## config.mk

```make
export PLATFORM = sky130hd
export DESIGN_NAME = hazard_scoreboard
export DESIGN_NICKNAME = d
export VERILOG_FILES = /design/src/rtl/hazard_scoreboard.sv
export SDC_FILE = /design/constraint.sdc
export NUM_CORES = 1
export LEC_CHECK = 0
export CAP_MARGIN = 20
export CORE_ASPECT_RATIO = 0.5
export CORE_MARGIN = 2
export CORE_UTILIZATION = 45
export DETAILED_ROUTE_END_ITERATION = 12
export GPL_ROUTABILITY_DRIVEN = 0
export PLACE_DENSITY = 0.85
export SLEW_MARGIN = 25
export SYNTH_ARGS = -nofsm -noshare
export SYNTH_HDL_FRONTEND = slang
export SYNTH_SLANG_ARGS = --single-unit
```

## constraint.sdc

```tcl
create_clock -name clk -period 5.8 [get_ports clk]
set_input_delay 0.58 -clock clk [delete_from_list [all_inputs] [get_ports clk]]
set_output_delay 0.58 -clock clk [all_outputs]
set_load 0.02 [all_outputs]
```

## src/rtl/hazard_scoreboard.sv

```systemverilog
// ID-stage hazard scoreboard with a private tag pipe of in-flight writers.
// Build with HAZARD_FORWARD_EN for forwarding mode; default is stall-only.
module hazard_scoreboard #(
  parameter int NUM_REGS   = 16,
  parameter int REG_W      = 4,
  parameter int PIPE_DEPTH = 2,
  parameter int SEL_W      = $clog2(PIPE_DEPTH + 1),
  parameter int CNT_W      = 16
) (
  input  logic                clk,
  input  logic                rst,
  input  logic                freeze,
  input  logic                flush,
  input  logic                issue_wb_en,
  input  logic                issue_mem_r_en,
  input  logic [REG_W-1:0]    issue_dest,
  input  logic [REG_W-1:0]    src1,
  input  logic [REG_W-1:0]    src2,
  input  logic                two_src,
  output logic                hazard,
  output logic [SEL_W-1:0]    fwd_sel1,
  output logic [SEL_W-1:0]    fwd_sel2,
  output logic [NUM_REGS-1:0] pending_mask,
  output logic [CNT_W-1:0]    stall_cnt
);

  typedef struct packed {
    logic             vld;
    logic [REG_W-1:0] dest;
    logic             ld;
  } tag_t;

  tag_t pipe_q [PIPE_DEPTH];

  logic [PIPE_DEPTH-1:0] m1;
  logic [PIPE_DEPTH-1:0] m2;

  always_comb begin
    m1 = '0;
    m2 = '0;
    for (int k = 0; k < PIPE_DEPTH; k++) begin
      m1[k] = pipe_q[k].vld &&
              (pipe_q[k].dest == src1);
      m2[k] = pipe_q[k].vld && two_src &&
              (pipe_q[k].dest == src2);
    end
  end

`ifdef HAZARD_FORWARD_EN
  // Scan oldest to youngest so the youngest match is written last.
  always_comb begin
    fwd_sel1 = '0;
    fwd_sel2 = '0;
    for (int k = PIPE_DEPTH - 1; k >= 0; k--) begin
      if (m1[k]) fwd_sel1 = SEL_W'(k + 1);
      if (m2[k]) fwd_sel2 = SEL_W'(k + 1);
    end
    hazard = (m1[0] | m2[0]) & pipe_q[0].ld;
  end
`else
  logic unused_ld;

  always_comb begin
    unused_ld = 1'b0;
    for (int k = 0; k < PIPE_DEPTH; k++) begin
      unused_ld = unused_ld ^ pipe_q[k].ld;
    end
  end

  assign fwd_sel1 = '0;
  assign fwd_sel2 = '0;
  assign hazard   = (|m1) | (|m2);
`endif

  always_ff @(posedge clk) begin
    if (rst) begin
      for (int k = 0; k < PIPE_DEPTH; k++) begin
        pipe_q[k] <= '0;
      end
    end else if (!freeze) begin
      pipe_q[0] <= '{
        vld:  issue_wb_en & ~hazard & ~flush,
        dest: issue_dest,
        ld:   issue_mem_r_en
      };
      for (int k = 1; k < PIPE_DEPTH; k++) begin
        pipe_q[k] <= pipe_q[k-1];
      end
    end
  end

  // Dests outside the tracked register range never set a bit.
  always_comb begin
    pending_mask = '0;
    for (int k = 0; k < PIPE_DEPTH; k++) begin
      for (int r = 0; r < NUM_REGS; r++) begin
        if (pipe_q[k].vld &&
            pipe_q[k].dest == REG_W'(r)) begin
          pending_mask[r] = 1'b1;
        end
      end
    end
  end

  always_ff @(posedge clk) begin
    if (rst) begin
      stall_cnt <= '0;
    end else if (hazard && !freeze &&
                 stall_cnt != '1) begin
      stall_cnt <= stall_cnt + 1'b1;
    end
  end

endmodule
```

### Word-level counts from Yosys, hierarchy flattened

Memories as Yosys holds them, arrays and structs flattened.
Cells that the tools add are included.

* $add $sub $neg: 1
* equal/unequal tests: 35
* muxes and demuxes: 39
* bitwise gates (word level): 7
* reduce and logical (&&, ||, !) cells: 45

Operators with widths (count)
* $eq 4x4->1 const B: 16
* $logic_and 1x1->1: 40
* $mux 1: 37
* $eq 4x3->1 const B: 8
* $add 16x1->16 const B: 1
* $eq 4x2->1 const B: 4
* $eq 4x4->1: 4
* $ne 16x16->1 const B: 1
* $mux 6: 2
* $eq 4x1->1 const B: 2
* $logic_not 4->1: 2
* $reduce_or 2->1: 2
* $or 1x1->1: 3
* $and 1x1->1: 2
* $not 1->1: 2
* $logic_not 1->1: 1

* register bits: 16
* RAM bits: 12
* input port bits: 19
* memories: 1

Memories
* pipe_q: depth 2, bits a word 6, rd ports 2, clocked after Yosys merged registers in 0, write ports 2, RTL line 33 `tag_t pipe_q [PIPE_DEPTH];`

### Longest topological paths before layout

An unclocked memory read counts as a cell.

* depth after elaboration: 9
* depth in mapped cells: 8
* gate-level depth less buffers: 6

### Worst setup path after synthesis

Ideal clock, no wire load.

* path kind: input-to-reg
* start point: input src1[1]
* end point: register stall_cnt[10]
* library setup time: 123 ps
* data arrival time: 2026 ps
* data required time: 5677 ps
* path slack: 3651 ps
* stages: 7
* buffers on the path: 1
* cells stage by stage: nand2b_1 > o2111ai_2 > a2111oi_4 > o41ai_4 > buf_6 > nor3_1 > mux2_1

* word-level cells in the longest chain between the ends: 6

RTL lines
* start: declaration: RTL line 17 `input logic [REG_W-1:0] src1,`
* $eq 4x4->1: RTL line 43 `(pipe_q[k].dest == src1);`
* $logic_and 1x1->1: RTL line 42 `m1[k] = pipe_q[k].vld &&`
* $reduce_or 2->1 *: RTL line 72 `assign hazard = (|m1) | (|m2);`
* $or 1x1->1 *: RTL line 72
* $logic_and 1x1->1 * (2 in series): RTL line 108 `end else if (hazard && !freeze &&`
* end signal: assignment: RTL line 110 `stall_cnt <= stall_cnt + 1'b1;`
* end: declaration: RTL line 24 `output logic [CNT_W-1:0] stall_cnt`

Mark *: on every way between the ends. The rest lies on a longest branch, timed or not.
A chain may end at the register's enable or synchronous reset.

### Worst setup path in the final report

* start point: input src1[1]
* end point: output hazard

* word-level cells in the longest chain between the ends: 4

RTL lines
* $eq 4x4->1: RTL line 43
* $logic_and 1x1->1: RTL line 42
* $reduce_or 2->1 *: RTL line 72
* $or 1x1->1 *: RTL line 72
* end: declaration: RTL line 20 `output logic hazard,`

Marked as above.

==> out/qor.csv <==
stage;metric;value;unit
final_layout;final_nets;270;
floorplanning;initial_core_util;46.5;%
route;dr.pass1.iters;4;
critical_path;crit_family;buffers and inverters;
synthesis;synth.top_cells.by_count;nand2_1, o22ai_1, dfxtp_1, nand3_1;
critical_path;slowest_stage;clkdlybuf4s50_1;
critical_path;end_kind;output port;
synthesis;ys.flop_type;dfxtp_1;
final_layout;fin_cells;303;
sta;setup_viol;0;
synthesis;synth.distinct_cells;47;
route;drt-total-wl;4520;um
synthesis;synth_edf_count;10;
critical_path;cp.arrival;2.70;ns
clock_tree;cts_tree;yes;
critical_path;critPathMaxStageDelay;0.59;ns
sta;min_period_over_period;56.5;%
floorplanning;ios;56;
route;drt_iter0_markers;117;
critical_path;crit_top_cell;clkdlybuf4s50_1;
floorplanning;num_rows;16;
synthesis;synth_seq_area_share;34.5;%
global_route;grt_pass1_vias;1552;
final_layout;n_antenna_cell;0;
critical_path;crit_fanout;3;
floorplanning;die_height;48.7;um
synthesis;avgSynthCellArea;8.89;um2
clock_tree;cts_inserted_buffers;3;
critical_path;crit_type;primary input to output port;
flow_run;cap_viol_max_count;0;
power;p_leak;0.813;nW
sta;clock_skew;0.00755;ns
route;viasPerCell;5.73;
place;place_inst;298;
route;route.detailed.drc;0;
clock_tree;cts_resized;0;
critical_path;worstPathRequired;5.22;ns
synthesis;synth_top_cells_by_area;dfxtp_1, edfxtp_1, o22ai_1;
sta;tns;0;ns
route;routed-via-count;1736;
clock_tree;cts_sinks;26;
final_layout;fill_cells;343;
place;dp_hpwl;3330;um
floorplanning;die_w;93.4;um
place;io_buffers;50;
power;power_density;180;mW/mm2
synthesis;syn_inst;202;
synthesis;synth_top_area_share;17.8;%
synthesis;netlist_area;0.00180;mm2
sta;final.min_clock_period;3.28;ns
floorplanning;core-area;0.00386;mm2
sta;fmax;305;MHz
synthesis;yosys_register_bits;26;
clock_tree;post_cts_buffers;0;
synthesis;ys.warnings.count;0;
sta;hold_violations;0;
route;wire_per_inst;14.9;um
global_route;grt_overflow;0;
clock_tree;cts.clk_slew.worst_paths;0.09;ns
global_route;antenna_found_initial;0;
route;ant_nets;0;
global_route;grt_pass1_wl;7260;um
sta;timing.hold.ws;0.511;ns
final_layout;areaGrowthSynthToFinish;30.8;%
global_route;global_route.usage.total;19.6;%
clock_tree;root_buffer;clkbuf_8;
synthesis;yosysMostFrequentCell;nand2_1;
global_route;grt_max_degree;26;
run_status;status;completed;
floorplanning;die-area;0.00454;mm2
synthesis;postSynth.asyncResetShare;0;%
clock_tree;ctsHoldBuffers;0;
clock_tree;htreeDepth;1;
critical_path;cp-start-kind;primary input;
sta;maxSlewViolCount;0;
hold_path;hold_path_class;register to register;
clock_tree;clk_path_buf_depth;2;
critical_path;critPathBufInv;3;
synthesis;yosysTopAreaCell;dfxtp_1;
power;ir_worst_vdd;0.126;mV
sta;tightest_slew;0.770;ns
sta;rsz0062_at_grt;false;
critical_path;crit_chain;clkdlybuf4s50_1 > nand2b_1 > o2111ai_2 > a2111oi_4 > nor4_1 > inv_1 > clkdlybuf4s50_1;
clock_tree;worstSkewPairLatency;0.27;ns
final_layout;drive_above_1_share;6.83;%
sta;relSlewSlack;48.4;%
[report_power, final]
group | leakage, nW | total, mW | internal (mW) | switching (mW)
Combinational | 0.539 | 0.0683 | 0.0306 | 0.0377
Clock | 0.0357 | 0.149 | 0.0923 | 0.0566
Sequential | 0.239 | 0.206 | 0.195 | 0.0109
Total | 0.813 | 0.424 | 0.318 | 0.105
[flip-flops by register name, indices dropped and copies added (netlist names)]
name       flops
stall_cnt     16
pipe_q        10
[cells by family (layout without fill, tap and decap cells)]
family	after synthesis	in the layout	share of synthesized area, %
and+or+nand+nor	95	95	29.8
buffers and inverters	22	66	8.36
other	1	4	0.209
DFF	26	26	34.5
AOI/OAI and AO/OA	40	40	17.2
muxes	7	7	4.32
adders and majority gates	1	1	0.696
xor gates and xnor gates	10	10	4.87
[path summary, 6_finish.rpt]
path	from	end	slack, ns	cells past startpoint
setup / recovery	src1[1]	hazard	2.52	7
hold / removal	stall_cnt[11]$_SDFFE_PP0P_	stall_cnt[11]$_SDFFE_PP0P_	0.51	2
setup reg to reg	pipe_q[0][8]$_SDFFCE_PN0P_	stall_cnt[15]$_SDFFE_PP0P_	3.38	7
hold reg to reg	stall_cnt[11]$_SDFFE_PP0P_	stall_cnt[11]$_SDFFE_PP0P_	0.51	2
[worst min-delay path, stage by stage (launching register included)]
cell and delay (ns):
dfxtp_1 0.34, o31ai_1 0.07, a21oi_1 0.06
[stage by stage]
stage | power (mW) | setup WS, ns | utilization (%) | area, um2
6_report | 0.424 | 2.52 | 60.8 | 2350
5_1_grt | 0.441 | 2.40 | 60.8 | 2350
4_1_cts | 0.425 | 2.52 | 60.6 | 2340
3_5_place_dp | 0.278 | 2.53 | 58.8 | 2270
3_3_place_gp | 0.275 | 2.55 | 58.8 | 2270
2_1_floorplan | 0.252 | 3.65 | - | 1810
[cell usage in the layout (no fill, tap or decap), types with 5 or more instances in the layout]
| cell | n |
|---|---|
| xor2_1 | 8 |
| a21oi_1 | 7 |
| clkdlybuf4s50_1 | 50 |
| nand4_1 | 5 |
| dfxtp_1 | 16 |
| nand3_1 | 11 |
| edfxtp_1 | 10 |
| nand2_1 | 20 |
| inv_1 | 7 |
| and2_1 | 7 |
| nor2_1 | 10 |
| mux2_1 | 6 |
| nor2b_1 | 7 |
| o22ai_1 | 17 |
| nor3_1 | 8 |
[cell type report]
class                           instances  area, um2  area share [%]
Timing Repair Buffer                   52        515            21.9
Clock inverter                          1       30.0            1.28
Multi-Input combinational cell        157       1040            44.1
Clock buffer                            3       41.3            1.76
Inverter                               10       37.5            1.60
Tap cell                               54       67.6            2.88
Sequential cell                        26        621            26.4
[routing by layer]
| layer | wire length (um) | up-vias | GRT usage, % |
|---|---|---|---|
| li1 | - | 845 | - |
| met1 | 1940 | 804 | 24.3 |
| met5 | 0 | - | 0 |
| met3 | 292 | 7 | 4.05 |
| met4 | 27 | 0 | 2.94 |
| met2 | 2260 | 80 | 35.9 |
No activity file was read; power rests on OpenSTA's default activity.
